<file path="src/rtl/uart_rx.sv">
// rtl/uart_rx.sv - 8N1 asynchronous serial receiver producing byte strobes
//
// Purpose: oversamples the serial line by clock count, frames 8N1 characters
// and presents each correctly framed byte as a one-cycle strobe.
//
// Ports:
//   clk          system clock, all logic on the rising edge
//   rst          synchronous active-high reset
//   rx           raw serial line, asynchronous to clk, idle high
//   rx_byte      last correctly framed byte, held until the next good byte
//   rx_valid     one-cycle pulse, rx_byte valid in the same cycle
//   rx_frame_err one-cycle pulse, stop bit sampled low
//   rx_busy      high whenever the receiver is not idle

module uart_rx #(
    parameter int CLKS_PER_BIT = 104,
    parameter int CNT_BITS     = 16
) (
    input  logic       clk,
    input  logic       rst,
    input  logic       rx,
    output logic [7:0] rx_byte,
    output logic       rx_valid,
    output logic       rx_frame_err,
    output logic       rx_busy
);

    typedef enum logic [2:0] {
        S_IDLE,
        S_START,
        S_DATA,
        S_STOP,
        S_WAIT_HIGH
    } state_t;

    localparam logic [CNT_BITS-1:0] HALF = CNT_BITS'((CLKS_PER_BIT - 1) / 2);
    localparam logic [CNT_BITS-1:0] LAST = CNT_BITS'(CLKS_PER_BIT - 1);
    localparam logic [CNT_BITS-1:0] ONE  = CNT_BITS'(1);

    logic                rx_meta_q, rx_s_q;
    state_t              state_q, state_d;
    logic [CNT_BITS-1:0] cnt_q, cnt_d;
    logic [2:0]          bit_idx_q, bit_idx_d;
    logic [7:0]          shift_q, shift_d;
    logic [7:0]          rx_byte_q, rx_byte_d;
    logic                rx_valid_q, rx_valid_d;
    logic                rx_frame_err_q, rx_frame_err_d;

    always_ff @(posedge clk) begin
        if (rst) begin
            // Synchronizer resets to the idle line level so reset never
            // fabricates a start edge on its own.
            rx_meta_q      <= 1'b1;
            rx_s_q         <= 1'b1;
            state_q        <= S_IDLE;
            cnt_q          <= '0;
            bit_idx_q      <= '0;
            shift_q        <= '0;
            rx_byte_q      <= '0;
            rx_valid_q     <= 1'b0;
            rx_frame_err_q <= 1'b0;
        end else begin
            rx_meta_q      <= rx;
            rx_s_q         <= rx_meta_q;
            state_q        <= state_d;
            cnt_q          <= cnt_d;
            bit_idx_q      <= bit_idx_d;
            shift_q        <= shift_d;
            rx_byte_q      <= rx_byte_d;
            rx_valid_q     <= rx_valid_d;
            rx_frame_err_q <= rx_frame_err_d;
        end
    end

    always_comb begin
        state_d        = state_q;
        cnt_d          = cnt_q;
        bit_idx_d      = bit_idx_q;
        shift_d        = shift_q;
        rx_byte_d      = rx_byte_q;
        rx_valid_d     = 1'b0;
        rx_frame_err_d = 1'b0;

        unique case (state_q)
            S_IDLE: begin
                if (!rx_s_q) begin
                    state_d = S_START;
                    cnt_d   = '0;
                end
            end

            S_START: begin
                // Re-check the line mid start bit to reject short low glitches.
                if (cnt_q == HALF) begin
                    cnt_d     = '0;
                    bit_idx_d = '0;
                    state_d   = rx_s_q ? S_IDLE : S_DATA;
                end else begin
                    cnt_d = cnt_q + ONE;
                end
            end

            S_DATA: begin
                if (cnt_q == LAST) begin
                    cnt_d     = '0;
                    // LSB arrives first: shift right, newest bit enters at MSB.
                    shift_d   = {rx_s_q, shift_q[7:1]};
                    bit_idx_d = bit_idx_q + 3'd1;
                    if (bit_idx_q == 3'd7) begin
                        state_d = S_STOP;
                    end
                end else begin
                    cnt_d = cnt_q + ONE;
                end
            end

            S_STOP: begin
                if (cnt_q == LAST) begin
                    cnt_d = '0;
                    if (rx_s_q) begin
                        rx_byte_d  = shift_q;
                        rx_valid_d = 1'b1;
                        state_d    = S_IDLE;
                    end else begin
                        rx_frame_err_d = 1'b1;
                        state_d        = S_WAIT_HIGH;
                    end
                end else begin
                    cnt_d = cnt_q + ONE;
                end
            end

            S_WAIT_HIGH: begin
                // A break or stuck-low line must return high before a new
                // start edge is recognised.
                if (rx_s_q) begin
                    state_d = S_IDLE;
                end
            end

            default: begin
                state_d = S_IDLE;
            end
        endcase
    end

    assign rx_byte      = rx_byte_q;
    assign rx_valid     = rx_valid_q;
    assign rx_frame_err = rx_frame_err_q;
    assign rx_busy      = (state_q != S_IDLE);

endmodule

</file>
<file path="config.mk">
export PLATFORM = sky130hd
export DESIGN_NAME = uart_rx
export DESIGN_NICKNAME = d
export VERILOG_FILES = /design/src/rtl/uart_rx.sv
export SDC_FILE = /design/constraint.sdc
export NUM_CORES = 1
export LEC_CHECK = 0
export ABC_AREA = 0
export ABC_CLOCK_PERIOD_IN_PS = 5380
export CAP_MARGIN = 20
export CORE_AREA = 2 2 60 62
export DETAILED_ROUTE_END_ITERATION = 10
export DIE_AREA = 0 0 62 64
export HOLD_SLACK_MARGIN = 0.15
export PLACE_DENSITY = 0.9
export SLEW_MARGIN = 0
export SYNTH_ARGS = -nofsm -noshare
export SYNTH_HDL_FRONTEND = slang
export SYNTH_SLANG_ARGS = --single-unit
</file>
<file path="constraint.sdc">
create_clock -name clk -period 5.38 [get_ports clk]
set_input_delay 0.807 -clock clk [delete_from_list [all_inputs] [get_ports clk]]
set_output_delay 0.807 -clock clk [all_outputs]
set_load 0.02 [all_outputs]
</file>
==> Word-level counts from Yosys, hierarchy flattened <==
Index checks and enable logic that the tools add are counted.
Widths: inputs -> output; s select.
{ "op_classes": {"bitwise_logic": 2, "n_reduce_logical": 11, "n_eq_ne": 13, "mux": 18, "n_addsub": 2} }
{ "op_table": {"columns": ["op", "count"], "rows": [
  ["$mux 16", 3],
  ["$pmux 16 s3", 1],
  ["$mux 3", 9],
  ["$add 16x1->16 const B", 1],
  ["$eq 16x6->1 const B", 1],
  ["$eq 16x7->1 const B", 1],
  ["$pmux 3 s5", 1],
  ["$ne 2x2->1 const B", 6],
  ["$eq 3x2->1 const B", 2],
  ["$eq 3x3->1 const B", 2],
  ["$pmux 3 s2", 1],
  ["$reduce_and 3->1", 2],
  ["$reduce_and 6->1", 1],
  ["$reduce_bool 3->1", 2],
  ["$reduce_and 2->1", 2],
  ["$add 3x1->3 const B", 1],
  ["$eq 3x1->1 const B", 1],
  ["$logic_not 3->1", 1],
  ["$reduce_or 3->1", 1],
  ["$mux 1", 2],
  ["$mux 2", 1],
  ["$not 1->1", 2],
  ["$reduce_bool 2->1", 1],
  ["$reduce_or 2->1", 1]
]} }
{ "totals": {"wordCells": 55, "register_bits": 42, "in_bits": 3} }

==> Logic depth before layout (Yosys ltp) <==
Gate-level depths: netlist of run 1.
{ "logic_depth": {"word_depth": 4, "mapped_depth": 7, "depth_no_buf": 6} }

==> Worst setup path before layout of run 1 <==
Ideal clock, no wire load.
{ "synth_path": {"kind": "register to register", "startpoint": "register cnt_q[12]", "endpoint": "register rx_frame_err_q (netlist: rx_frame_err)", "t_arrival_ns": 2.039, "setup_ns": 0.073, "setup_slack_ns": 3.268, "path_buffers": 0, "synth_period_minus_slack_ns": 2.112, "required_time_ns": 5.307, "stages_incl_launch_ff": 5, "path_cell_list": "dfxtp_1 -> or4_4 -> or4_1 -> or4_4 -> nor3_2"} }
{ "synth_between": {"elab_chain_cells": 3} }
{ "synth_rtl": {"columns": ["item", "line_no", "text"], "rows": [
  ["start, declared", "42", "logic [CNT_BITS-1:0] cnt_q, cnt_d;"],
  ["start signal, assigned", "66", "cnt_q <= cnt_d;"],
  ["$eq 16x7->1", "118", "if (cnt_q == LAST) begin"],
  ["$not 1->1 (no line)", null, null],
  ["$reduce_or 3->1 (no line)", null, null],
  ["end signal, assigned", "71", "rx_frame_err_q <= rx_frame_err_d;"],
  ["end, declared", "47", "logic rx_frame_err_q, rx_frame_err_d;"]
]} }
Every way passes these cells.
A chain may end at the register's enable or synchronous reset.

==> Worst setup path after layout of run 1 <==
{ "layout_path": {"startpoint": "register cnt_q[12]", "endpoint": "register bit_idx_q[0]"} }
{ "layout_between": {"elab_chain_cells": 3, "elab_cells_between_ends": 5, "cone_classes": "eq/ne: 4; reduce/logical: 1"} }
{ "layout_rtl": {"columns": ["item", "line_no", "text"], "rows": [
  ["$eq 16x7->1 or $eq 16x6->1 (tied branches)", "104, 94", null],
  ["$ne 2x2->1 (no line)", null, null],
  ["$reduce_and 3->1 (no line) (*)", null, null],
  ["end signal, assigned", "67", "bit_idx_q <= bit_idx_d;"],
  ["end, declared", "43", "logic [2:0] bit_idx_q, bit_idx_d;"]
]} }
Every way passes the cells marked *; elsewhere a longest branch is shown, timed or not.

==> impl_metrics.py, run 1 <==
metrics = {
    "power_and_ir_drop": {
        "power_frac_comb": 0.036,
        "pwr-share-clk": 0.370,
        "p_leak_nw": 0.844,
        "peakVddDrop_uv": 139,
        "powerDensity_nw_per_um2": 245,
        "power.total_uw": 528,
        "seqPwrFrac": 0.594,
        "internal-power_uw": 417,
        "switching_power_uw": 111,
        "sw_frac_of_total": 0.210,
    },
    "cells_and_area": {
        "final_util": 0.657,
        "area_delta_synth_final_pct": 12.5,
        "drive_gt1_frac": 0.101,
        "final_net_count": 222,
        "fill_cells": 266,
        "antenna_cells": 0,
    },
    "yosys": {
        "synth_edf_count": 0,
        "syn-cell-area_um2": 1920,
        "synth_cell_types": 44,
        "syn_nets": 211,
        "synth_area_leaders": "dfxtp_1, mux2i_1, nor2_1, a31oi_1, nand2_1",
        "synth_seq_cells": 42,
        "ys_warn_count": 0,
        "syn_area_per_cell_um2": 9.36,
        "yosysSeqAreaShare": 0.438,
        "synthCells": 205,
        "synthFlopType": "dfxtp_1",
        "async_reset_ff_frac": 0,
        "synth_area_leader_cell": "dfxtp_1",
        "synth_top_area_share": 0.438,
    },
    "outcome": {
        "outcome": "finished clean",
    },
    "setup_path": {
        "critPathLaunch": "cnt_q[12]",
        "cp-start-kind": "flip-flop",
        "path_cells": "or4_4, nor4_1, nand3_1, and2_1, mux2_2",
        "critical_path.reg2reg.startpoint": "cnt_q[12]",
        "cp.arrival_ns": 2.83,
        "slowest_delay_ns": 0.60,
        "cpMaxStageDelayCell": "or4_4",
        "end_kind": "flip-flop",
        "path_max_fanout": 10,
        "crit_family": "simple AND/OR/NAND/NOR gates",
        "crit_buf_inv": 0,
        "critPathKind": "flip-flop to flip-flop",
        "worst_ep_required_time_ns": 5.63,
    },
    "floorplan": {
        "die_x_um": 62,
        "ios": 14,
        "die_h_um": 64,
        "core_um2": 3280,
        "dieArea_um2": 3970,
        "fp-row-count": 21,
        "initial_core_util": 0.584,
    },
    "sta": {
        "finalClockSkew_ns": 0.00977,
        "relSlewSlack": 0.544,
        "tns_ns": 0,
        "finalHoldViolCount": 0,
        "setup_viol": 0,
        "drv_slew": 0,
        "period_needed_ns": 2.58,
        "rsz0062_at_grt": "no",
        "fin_crit_sh": 0.480,
        "tightest_slew_ns": 0.678,
        "fmax_mhz": 388,
    },
    "drt": {
        "drtIter0Drc": 90,
        "first_pass_iters": 4,
        "wl_per_cell_um": 13.5,
        "via_per_inst": 5.75,
        "totalWireLength_um": 3540,
        "drc": 0,
        "vias": 1512,
        "detail-route-antenna-nets": 0,
    },
    "clocking": {
        "cts_hold_buf": 0,
        "h-tree-depth": 2,
        "clockBufferDepth": 2,
        "worstSkewPairLatency_ns": 0.35,
        "clkSinkCount": 42,
        "cts_buffers": 5,
        "cts_resized": 0,
        "clk_pin_slew_worst_paths_ns": 0.12,
        "cts_tree": "yes",
        "cts_setup_buffers": 0,
        "root_buffer": "clkbuf_4",
    },
    "run": {
        "maxCapViolCount": 0,
    },
    "grt": {
        "grt-ovfl-total": 0,
        "grt_pass1_vias": 1465,
        "grt_max_degree": 33,
        "track_usage": 0.212,
        "antenna_found_initial": 0,
        "grt_first_pass_wirelength_um": 6230,
    },
    "worst_hold_path": {
        "hold_start": "rx_meta_q",
        "hp-class": "flip-flop to flip-flop",
    },
    "place": {
        "io_buffer_count": 13,
        "place_hpwl_um": 2470,
        "gp_congestion": 0.835,
    },
}
==> path summary, 6_finish.rpt <==
kind | slack [ns] | to | cells after the start
max | 2.80 | bit_idx_q[0] | 5
min | 0.42 | rx_s_q | 1
max reg2reg | 2.80 | bit_idx_q[0] | 5
min reg2reg | 0.42 | rx_s_q | 1
==> Yosys cell counts, types with 2 or more instances <==
cell      instances
dfxtp_1          42
nor2_1           27
mux2i_1          16
nand2_1          14
clkbuf_1         10
a31oi_1           9
nor3_1            9
nand3_1           8
nand2b_1          5
nand4_1           5
xnor2_1           5
nand3b_1          4
or2_2             4
a21oi_1           3
a41oi_1           3
ha_1              3
nor4_1            3
or4_4             3
a22o_1            2
inv_1             2
nand4b_1          2
nor4_4            2
or4_1             2
xor2_1            2
==> flip-flops by register name (all words and copies together), names as in the netlist <==
name          cells
rx_valid          1
shift_q           8
bit_idx_q         3
rx_byte           8
cnt_q            16
rx_frame_err      1
rx_meta_q         1
rx_s_q            1
state_q           3
==> cells by family after synthesis <==
family | share of synthesized area
muxes | 0.0952
and+or+nand+nor | 0.292
buffers and inverters | 0.0261
DFF | 0.438
adders and majority gates | 0.0196
xor gates and xnor gates | 0.0320
AOI/OAI and AO/OA | 0.0965
==> per-layer routing <==
layer,vias up,track usage,part of all wire
met5,-,0,0
met3,5,0.0688,0.029
li1,771,-,-
met1,722,0.261,0.47
met2,14,0.327,0.48
met4,0,0.0984,0.018
==> stage by stage <==
| step | worst slack, ns | hold WS, ns | cell area (um^2) | std cells |
|---|---|---|---|---|
| 6_report | 2.80 | 0.421 | 2160 | 263 |
| 5_1_grt | 2.65 | 0.460 | 2160 | 263 |
| 4_1_cts | 2.81 | 0.423 | 2160 | 263 |
| 3_5_place_dp | 2.82 | 0.395 | 2080 | 255 |
| 3_3_place_gp | 2.90 | 0.392 | 2080 | 255 |
| 2_1_floorplan | 3.27 | 0.389 | 1920 | 205 |
==> layout make-up <==
class | count | area [um^2] | share of cell area
clock buffers | 6 | 41.3 | 0.0191
clock inverters | 2 | 37.5 | 0.0174
inverters | 2 | 7.51 | 0.00348
multi-input cells | 150 | 1030 | 0.476
flip-flops and latches | 42 | 841 | 0.390
well taps | 46 | 57.6 | 0.0267
repair buffers | 15 | 145 | 0.0673
==> cells in the final DEF, fill, tap and decap left out, types with 4 or more instances in the layout <==
| cell | n |
|---|---|
| dfxtp_1 | 42 |
| nor2_1 | 27 |
| mux2i_1 | 16 |
| nand2_1 | 14 |
| clkdlybuf4s50_1 | 13 |
| nor3_1 | 9 |
| a31oi_1 | 9 |
| nand3_1 | 8 |
| nand4_1 | 5 |
| nand2b_1 | 5 |
| xnor2_1 | 5 |
| clkbuf_4 | 5 |
| nand3b_1 | 4 |
| or2_2 | 4 |
==> power groups by stage <==
stage	logic, mW	registers, mW	clock network (mW)
after CTS	0.0192	0.314	0.201
after detailed placement	0.0191	0.321	0
after global routing	0.0215	0.315	0.216
after floorplan	0.0139	0.320	0
after global placement	0.0187	0.321	0
final	0.0190	0.314	0.195
==> worst reg2reg max path, stage by stage, from the launching register on <==
cell and delay, ns:
dfxtp_1 0.36, or4_4 0.60, nor4_1 0.38, nand3_1 0.50, and2_1 0.38, mux2_2 0.27
No activity file was read; power rests on OpenSTA's default activity.
==> run 2, diff against run 1 <==
--- a/config.mk
+++ b/config.mk
@@ -6,13 +6,13 @@
 export NUM_CORES = 1
 export LEC_CHECK = 0
 export ABC_AREA = 0
-export ABC_CLOCK_PERIOD_IN_PS = 5380
+export ABC_CLOCK_PERIOD_IN_PS = 2640
 export CAP_MARGIN = 20
-export CORE_AREA = 2 2 60 62
+export CORE_AREA = 2 2 62 64
 export DETAILED_ROUTE_END_ITERATION = 10
-export DIE_AREA = 0 0 62 64
+export DIE_AREA = 0 0 64 66
 export HOLD_SLACK_MARGIN = 0.15
-export PLACE_DENSITY = 0.9
+export PLACE_DENSITY = 0.86
 export SLEW_MARGIN = 0
 export SYNTH_ARGS = -nofsm -noshare
 export SYNTH_HDL_FRONTEND = slang
==> constraint.sdc (replaced) <==
create_clock -name clk -period 2.64 [get_ports clk]
set_input_delay 0.396 -clock clk [delete_from_list [all_inputs] [get_ports clk]]
set_output_delay 0.396 -clock clk [all_outputs]
set_load 0.02 [all_outputs]
==> run 2 against run 1 <==
Compared with the run above:
- worst setup slack lost 2.5 ns
- register-to-register slack lost 2.5 ns
- largest cell class unchanged
- count of clock-buffer cells in the layout shrank 1
- sequential power grew 100%
- critical path depth grew 1
- final cell count grew 1.9%
- combinational power grew 110%
- non-clock buffer count grew 3
- wire length grew 0.79%
- global-route usage shrank 2.2 points
==> impl_metrics.py, run 2 (synthesis gave the netlist of run 1 again) <==
metrics = {
    "outcome": {
        "outcome": "finished clean",
    },
    "place": {
        "place_hpwl_um": 2570,
        "io_buffer_count": 13,
        "dp_slack_ns": 0.373,
        "gp_congestion": 0.914,
        "dpl_cell_area_um2": 2100,
    },
    "sta": {
        "rsz0062_at_grt": "no",
        "tightest_slew_ns": 0.590,
        "finalClockSkew_ns": 0.0129,
        "holdWs_ns": 0.425,
        "relSlewSlack": 0.603,
        "finalHoldViolCount": 0,
        "finalWorstSetupSlack_ns": 0.327,
        "drv_slew": 0,
        "fin_crit_sh": 0.876,
        "period_needed_ns": 2.31,
        "fmax_mhz": 432,
        "tns_ns": 0,
        "setup_viol": 0,
    },
    "floorplan": {
        "die_x_um": 64,
        "ios": 14,
        "initial_core_util": 0.540,
        "dieArea_um2": 4220,
        "die_h_um": 66,
        "fp-row-count": 22,
        "core_um2": 3550,
    },
    "cells_and_area": {
        "final_util": 0.615,
        "antenna_cells": 0,
        "drive_gt1_frac": 0.118,
        "final_net_count": 225,
        "final_cell_mix": "dfxtp_1, nor2_1, mux2i_1, nand2_1, clkdlybuf4s50_1",
        "mostFrequentLayoutCell": "dfxtp_1",
        "top_register": "cnt_q",
        "fin_area_um2": 2180,
        "largest_reg_flops": 16,
        "area_delta_synth_final_pct": 13.9,
    },
    "grt": {
        "antenna_found_initial": 0,
        "grt_max_degree": 31,
        "grt-ovfl-total": 0,
        "grt_pass1_vias": 1412,
        "track_usage": 0.190,
        "grt_first_pass_wirelength_um": 6210,
    },
    "setup_path": {
        "cp-start-kind": "flip-flop",
        "end_kind": "flip-flop",
        "cp.arrival_ns": 2.62,
        "path_max_fanout": 9,
        "worst_ep_required_time_ns": 2.95,
        "critPathKind": "flip-flop to flip-flop",
    },
    "power_and_ir_drop": {
        "p_leak_nw": 0.864,
        "powerDensity_nw_per_um2": 506,
        "peakVddDrop_uv": 291,
    },
    "clocking": {
        "clockBufferDepth": 2,
        "cts_tree": "yes",
        "cts_buffers": 5,
        "h-tree-depth": 2,
        "clk_pin_slew_worst_paths_ns": 0.14,
        "clkSinkCount": 42,
        "cts_setup_buffers": 0,
        "cts_hold_buf": 0,
        "root_buffer": "clkbuf_4",
        "cts_resized": 0,
        "worstSkewPairLatency_ns": 0.37,
    },
    "drt": {
        "via_per_inst": 5.77,
        "detail-route-antenna-nets": 0,
        "drc": 0,
        "vias": 1546,
        "totalWireLength_um": 3570,
        "wl_per_cell_um": 13.3,
        "drtIter0Drc": 110,
        "first_pass_iters": 4,
    },
    "run": {
        "maxCapViolCount": 0,
    },
    "worst_hold_path": {
        "hp-class": "flip-flop to flip-flop",
    },
}
## run 2: worst paths after layout
| check | endpoint | start | slack, ns | depth (start not counted) |
|---|---|---|---|---|
| setup / recovery | state_q[0] | cnt_q[0] | 0.33 | 6 |
| hold / removal | rx_s_q | rx_meta_q | 0.43 | 1 |
| setup reg to reg | state_q[0] | cnt_q[0] | 0.33 | 6 |
| hold reg to reg | rx_s_q | rx_meta_q | 0.43 | 1 |
## run 2: metrics by stage
| step | cells | total power [mW] |
|---|---|---|
| 2_1_floorplan | 205 | 0.681 |
| 3_3_place_gp | 260 | 0.694 |
| 3_5_place_dp | 260 | 0.695 |
| 4_1_cts | 268 | 1.11 |
| 5_1_grt | 268 | 1.15 |
| 6_report | 268 | 1.11 |
## run 2: metal layers
layer,global-route usage,part of all wire,vias up
met1,0.232,0.46,722
met3,0.0579,0.049,7
li1,-,-,780
met5,0,0,-
met2,0.307,0.48,37
met4,0.0842,0.018,0
## run 2: area by class of cell
class	instances	area, um^2
Fill cell	286	1370
Multi-Input combinational cell	150	1030
Sequential cell	42	841
Timing Repair Buffer	18	168
Tap cell	48	60.1
Clock inverter	3	43.8
Clock buffer	5	37.5
Inverter	2	7.51
## run 2: critical path, stage by stage (launching register included)
cell and delay (ns):
dfxtp_1 0.41, ha_1 0.27, or4b_1 0.51, nor4_4 0.24
o22ai_2 0.20, or4_1 0.49, a21oi_1 0.13
## run 2: power by group
part / switching, mW / leakage [nW] / internal, mW
clock network: 0.224 / 0.0456 / 0.201
registers: 0.00371 / 0.339 / 0.637
logic: 0.0251 / 0.479 / 0.0155
